**config.mk**
```make
export PLATFORM = sky130hd
export DESIGN_NAME = if_stage
export DESIGN_NICKNAME = d
export VERILOG_FILES = /design/src/rtl/if_stage_pkg.sv /design/src/rtl/if_stage_pc_sel.sv /design/src/rtl/if_stage.sv
export SDC_FILE = /design/constraint.sdc
export NUM_CORES = 1
export LEC_CHECK = 0
export ABC_CLOCK_PERIOD_IN_PS = 5400
export CAP_MARGIN = 0
export CELL_PAD_IN_SITES_DETAIL_PLACEMENT = 0
export CELL_PAD_IN_SITES_GLOBAL_PLACEMENT = 1
export CORE_ASPECT_RATIO = 0.5
export CORE_UTILIZATION = 31
export CTS_CLUSTER_SIZE = 40
export DETAILED_ROUTE_END_ITERATION = 12
export HOLD_SLACK_MARGIN = 0.15
export PLACE_DENSITY_LB_ADDON = 0.2
export SLEW_MARGIN = 20
export SYNTH_ARGS = -nofsm -noshare
export SYNTH_HDL_FRONTEND = slang
export SYNTH_SLANG_ARGS = --single-unit
export TNS_END_PERCENT = 10
```
**constraint.sdc**
```tcl
create_clock -name clk -period 5.4 [get_ports clk]
set_input_delay 1.08 -clock clk [delete_from_list [all_inputs] [get_ports clk]]
set_output_delay 1.08 -clock clk [all_outputs]
set_load 0.02 [all_outputs]
```
**src/rtl/if_stage_pkg.sv**
```systemverilog
// rtl/if_stage_pkg.sv - shared CPU constants and helpers for the fetch stage
package if_stage_pkg;

    localparam logic [31:0] RESET_PC_DEFAULT    = 32'h0000_0000;
    localparam logic [31:0] TRAP_VECTOR_DEFAULT = 32'h0000_0180;
    localparam logic [31:0] NOP_INSTR           = 32'h0000_0000;  // SLL $0,$0,0
    localparam logic [31:0] PC_INCR             = 32'd4;

    typedef enum logic [2:0] {
        SEL_NONE,
        SEL_BRANCH,
        SEL_JUMP,
        SEL_JR,
        SEL_TRAP
    } redirSel_e;

    function automatic logic [31:0] alignWord(input logic [31:0] addr);
        return addr & 32'hFFFF_FFFC;
    endfunction

endpackage

```
**src/rtl/if_stage_pc_sel.sv**
```systemverilog
// rtl/if_stage_pc_sel.sv - fixed-priority redirect target mux (TRAP > JR > J > Z)
module pc_sel
    import if_stage_pkg::*;
(
    input  logic        Z,
    input  logic        J,
    input  logic        JR,
    input  logic        TRAP,
    input  logic [31:0] BranchAddr,
    input  logic [31:0] JumpAddr,
    input  logic [31:0] JrAddr,
    input  logic [31:0] trapVector,
    output logic        redirectReq,
    output logic [31:0] target
);

    redirSel_e sel;

    always_comb begin
        sel = SEL_NONE;
        if (TRAP)     sel = SEL_TRAP;
        else if (JR)  sel = SEL_JR;
        else if (J)   sel = SEL_JUMP;
        else if (Z)   sel = SEL_BRANCH;
    end

    always_comb begin
        target      = 32'h0000_0000;
        redirectReq = 1'b1;
        unique case (sel)
            SEL_TRAP:   target = trapVector;
            SEL_JR:     target = JrAddr;
            SEL_JUMP:   target = JumpAddr;
            SEL_BRANCH: target = BranchAddr;
            default:    redirectReq = 1'b0;
        endcase
        target = alignWord(target);
    end

endmodule

```
**src/rtl/if_stage.sv**
```systemverilog
// rtl/if_stage.sv - instruction fetch stage: PC register, redirect handling, IF/ID register
module if_stage
    import if_stage_pkg::*;
#(
    parameter logic [31:0] RESET_PC    = RESET_PC_DEFAULT,
    parameter logic [31:0] TRAP_VECTOR = TRAP_VECTOR_DEFAULT
) (
    input  logic        clk,
    input  logic        reset,
    input  logic        PC_IFWrite,
    input  logic        Z,
    input  logic        J,
    input  logic        JR,
    input  logic        TRAP,
    input  logic [31:0] BranchAddr,
    input  logic [31:0] JumpAddr,
    input  logic [31:0] JrAddr,
    output logic [31:0] IMem_Addr,
    input  logic [31:0] IMem_Rdata,
    input  logic        IMem_Ready,
    output logic [31:0] Instruction_id,
    output logic [31:0] NextPC_id,
    output logic        Valid_id
);

    logic [31:0] pc;
    logic [31:0] pcPlus4;
    logic [31:0] target;
    logic        redirectReq;
    logic        redirect;

    pc_sel pcSelInst (
        .Z           (Z),
        .J           (J),
        .JR          (JR),
        .TRAP        (TRAP),
        .BranchAddr  (BranchAddr),
        .JumpAddr    (JumpAddr),
        .JrAddr      (JrAddr),
        .trapVector  (TRAP_VECTOR),
        .redirectReq (redirectReq),
        .target      (target)
    );

    assign pcPlus4   = pc + PC_INCR;
    assign redirect  = PC_IFWrite & redirectReq;
    assign IMem_Addr = pc;

    // A redirect abandons the in-flight fetch, so IMem_Ready is only looked at otherwise.
    always_ff @(posedge clk) begin
        if (reset) begin
            pc             <= alignWord(RESET_PC);
            Instruction_id <= NOP_INSTR;
            NextPC_id      <= 32'h0000_0000;
            Valid_id       <= 1'b0;
        end else if (!PC_IFWrite) begin
            pc             <= pc;
            Instruction_id <= Instruction_id;
            NextPC_id      <= NextPC_id;
            Valid_id       <= Valid_id;
        end else if (redirect) begin
            pc             <= target;
            Instruction_id <= NOP_INSTR;
            NextPC_id      <= 32'h0000_0000;
            Valid_id       <= 1'b0;
        end else if (IMem_Ready) begin
            pc             <= pcPlus4;
            Instruction_id <= IMem_Rdata;
            NextPC_id      <= pcPlus4;
            Valid_id       <= 1'b1;
        end else begin
            Instruction_id <= NOP_INSTR;
            NextPC_id      <= 32'h0000_0000;
            Valid_id       <= 1'b0;
        end
    end

endmodule
```
==> qor.txt <==
Initial Util -> 32.29%
Simple-Gate Fraction of Synth Area -> 23.03%
Resized Gates After CTS -> 0
CP arrival -> 3.73 ns
Worst EP required -> 5.63 ns
final net count -> 901
multiplexer share of the synthesized area -> 0%
initial antenna violation count -> 0
post-synthesis register bit count -> 94
setup tns final -> 0 ns
critical path depth -> 6
maximum vdd drop -> 0.1383 mV
synthesized-area fraction occupied by adder cells -> 0.2629%
Final Hold Viols -> 0
CTS Buffer Depth -> 2
max-cap violations -> 0
Yosys Warn Count -> 0
ranking of synthesized cells by area -> dfxtp_1 40%, nand2_1 6.4%, a22o_1 6.3%
crit path buf inv count -> 2
largest family of logic cells by synthesized area -> compound AO/OA/AOI/OAI gates
Die X -> 177.2 um
Post-Syn Instances -> 571
unrepaired setup endpoints after global routing -> no
f_max -> 0.2858 GHz
routed wire length -> 16.78 mm
via count -> 4930
first-pass GRT wire length -> 24.68 mm
max incr delay on CP -> 0.72 ns
flop-to-flop setup slack -> 2.91 ns
syn avg cell area -> 8.335 um^2
worst slew pin tran -> 0.9899 ns
clock latency on the worst-skew pair -> 0.34 ns
Syn-to-layout area delta -> 55.28%
Hold Path Stages -> 2
R2R Path End -> IMem_Addr[30]
TritonCTS clock tree -> done
IO Pins -> 233
Post-synth top cells -> 94 x dfxtp_1, 81 x nand2_1, 53 x o21ai_0
clock slew at reported path FFs -> 0.06 ns
total gr overflow -> 0
share of cells above drive strength 1 -> 5.078%
cells along the critical path -> clkdlybuf4s50_1, nor4_1, and2_0, buf_4, a21oi_1, o221a_2
Rel. slew slack -> 34.01%
Post-synth ARST share -> 0%
worst r2r src -> IMem_Addr[2]
post-CTS setup buffer count -> 0
critical path launch point type -> input pin
design area -> 0.007391 mm^2
crit-path leading delay family -> simple AND/OR/NAND/NOR gates
die height -> 89.62 um
placed cell area -> 0.007093 mm^2
number of global-route vias before repair -> 4427
DR WL/cell -> 17.37 um
crit path time final -> 3.499 ns
DP Wirelength -> 12.48 mm
Endpoint, Worst Hold -> Valid_id
iteration count of the initial detailed-routing pass -> 5
Initial DRC Count -> 299
WS Path Type -> input pin to flop
Finish-stage setup viols -> 0
most numerous cell in the Yosys netlist -> dfxtp_1
via density per instance -> 5.104
post-synthesis xor/xnor area fraction -> 5.336%
compound-cell area share of the yosys netlist -> 26.66%
crit path capture type -> flop
post-synthesis sequential area ratio -> 39.54%
cts bufs inserted -> 9
pwr/cell area -> 222.4 mW/mm^2
final period utilization -> 64.80%
Post-synth EDFFs -> 0
Final Wtd Congestion -> 0.8311
Pins Over Slew Limit -> 0
outcome -> finished, final reports clean
Crit Path Max Fanout -> 18
worst hold path class -> flop to flop
htree depth -> 3
Synth Flop Type -> dfxtp_1
Final Util -> 50.14%
post-synth design cell area -> 0.004760 mm^2
Clock Skew -> 0.009088 ns
core region area -> 0.01474 mm^2
post-route ant nets -> 0
# DRC -> 0
Crit-path slowest cell -> clkdlybuf4s50_1
hold_sp -> Valid_id
Root Driver -> clkbuf_16
Clock Sinks -> 94
Unique masters post-synth -> 58
leak pwr -> 2.613 nW
die area -> 0.01588 mm^2
site row count -> 31
# hold bufs at CTS -> 0
worst reg2reg path depth -> 6
Ant. Diodes -> 0
pin count of the biggest net entering global routing -> 63
area share of the largest cell type after synthesis -> 39.54%
port bufs -> 224
total track usage -> 20.44%
post-synth top area cell -> dfxtp_1
## cell families (layout without fill, tap and decap cells)
family          Yosys count  after routing
fa+ha+maj                 1              1
flops                    94             94
compound gates          188            188
other cells               1              2
buf+inv                  58            254
xor+xnor                 29             29
simple gates            200            200
## cells in the final DEF, fill, tap and decap left out, drive strengths merged, types with 10 or more instances in the layout
cell type,instances
nand3,15
inv,10
nand2,82
clkdlybuf4s50,222
a22oi,10
nand4,14
a22o,34
dfxtp,94
clkbuf,11
nor2,19
xor2,16
xnor2,13
nand2b,13
o21ai,54
a21oi,34
## final cells by class
type	instances	area (um^2)
Sequential cell	94	1882
Timing Repair Buffer	231	2285
Inverter	8	30.03
Clock inverter	4	55.05
Multi-Input combinational cell	420	2649
Tap cell	198	247.7
Fill cell	1453	7348
Clock buffer	11	242.7
## stage by stage
step	hold slack, ns	setup slack, ns	power (mW)	instances
after floorplan	0.5206	2.724	0.8602	572
after global placement	0.4309	1.580	1.020	951
after detailed placement	0.4334	1.576	1.022	951
after CTS	0.4441	1.939	1.662	966
after global routing	0.4858	1.761	1.711	966
final	0.4402	1.901	1.644	966
## registers in the layout, indices dropped and copies added (netlist names)
name / flops
Valid_id: 1
Instruction_id: 32
IMem_Addr: 30
NextPC_id: 31
## power by group
part           switching (mW)  internal (mW)
logic                   0.125          0.148
registers              0.0257          0.708
clock network           0.265          0.373
## layer usage
metal  routed length [um]  vias to the layer above  GRT usage (%)
met2                 6986                      193          31.18
met3                 1516                        7          5.640
met5                    0                        -              0
li1                     -                     2457              -
met1                 8176                     2273          28.98
met4                   98                        0          3.527
## worst reg2reg max path, delay by kind of cell, from the launching register on
kind,cells,cell delay (ns)
AOI/OAI and AO/OA,2,0.47
and+or+nand+nor,3,1.12
DFF,1,0.50
adders and majority gates,1,0.31
## worst max path at each step
stage | endpoint | startpoint
after floorplan | IMem_Addr[23] | TRAP
after global placement | IMem_Addr[29] | PC_IFWrite
after detailed placement | IMem_Addr[21] | TRAP
after CTS | IMem_Addr[29] | PC_IFWrite
after global routing | IMem_Addr[24] | TRAP
final | IMem_Addr[21] | TRAP
Note: power is estimated with default switching activity, not from simulation.
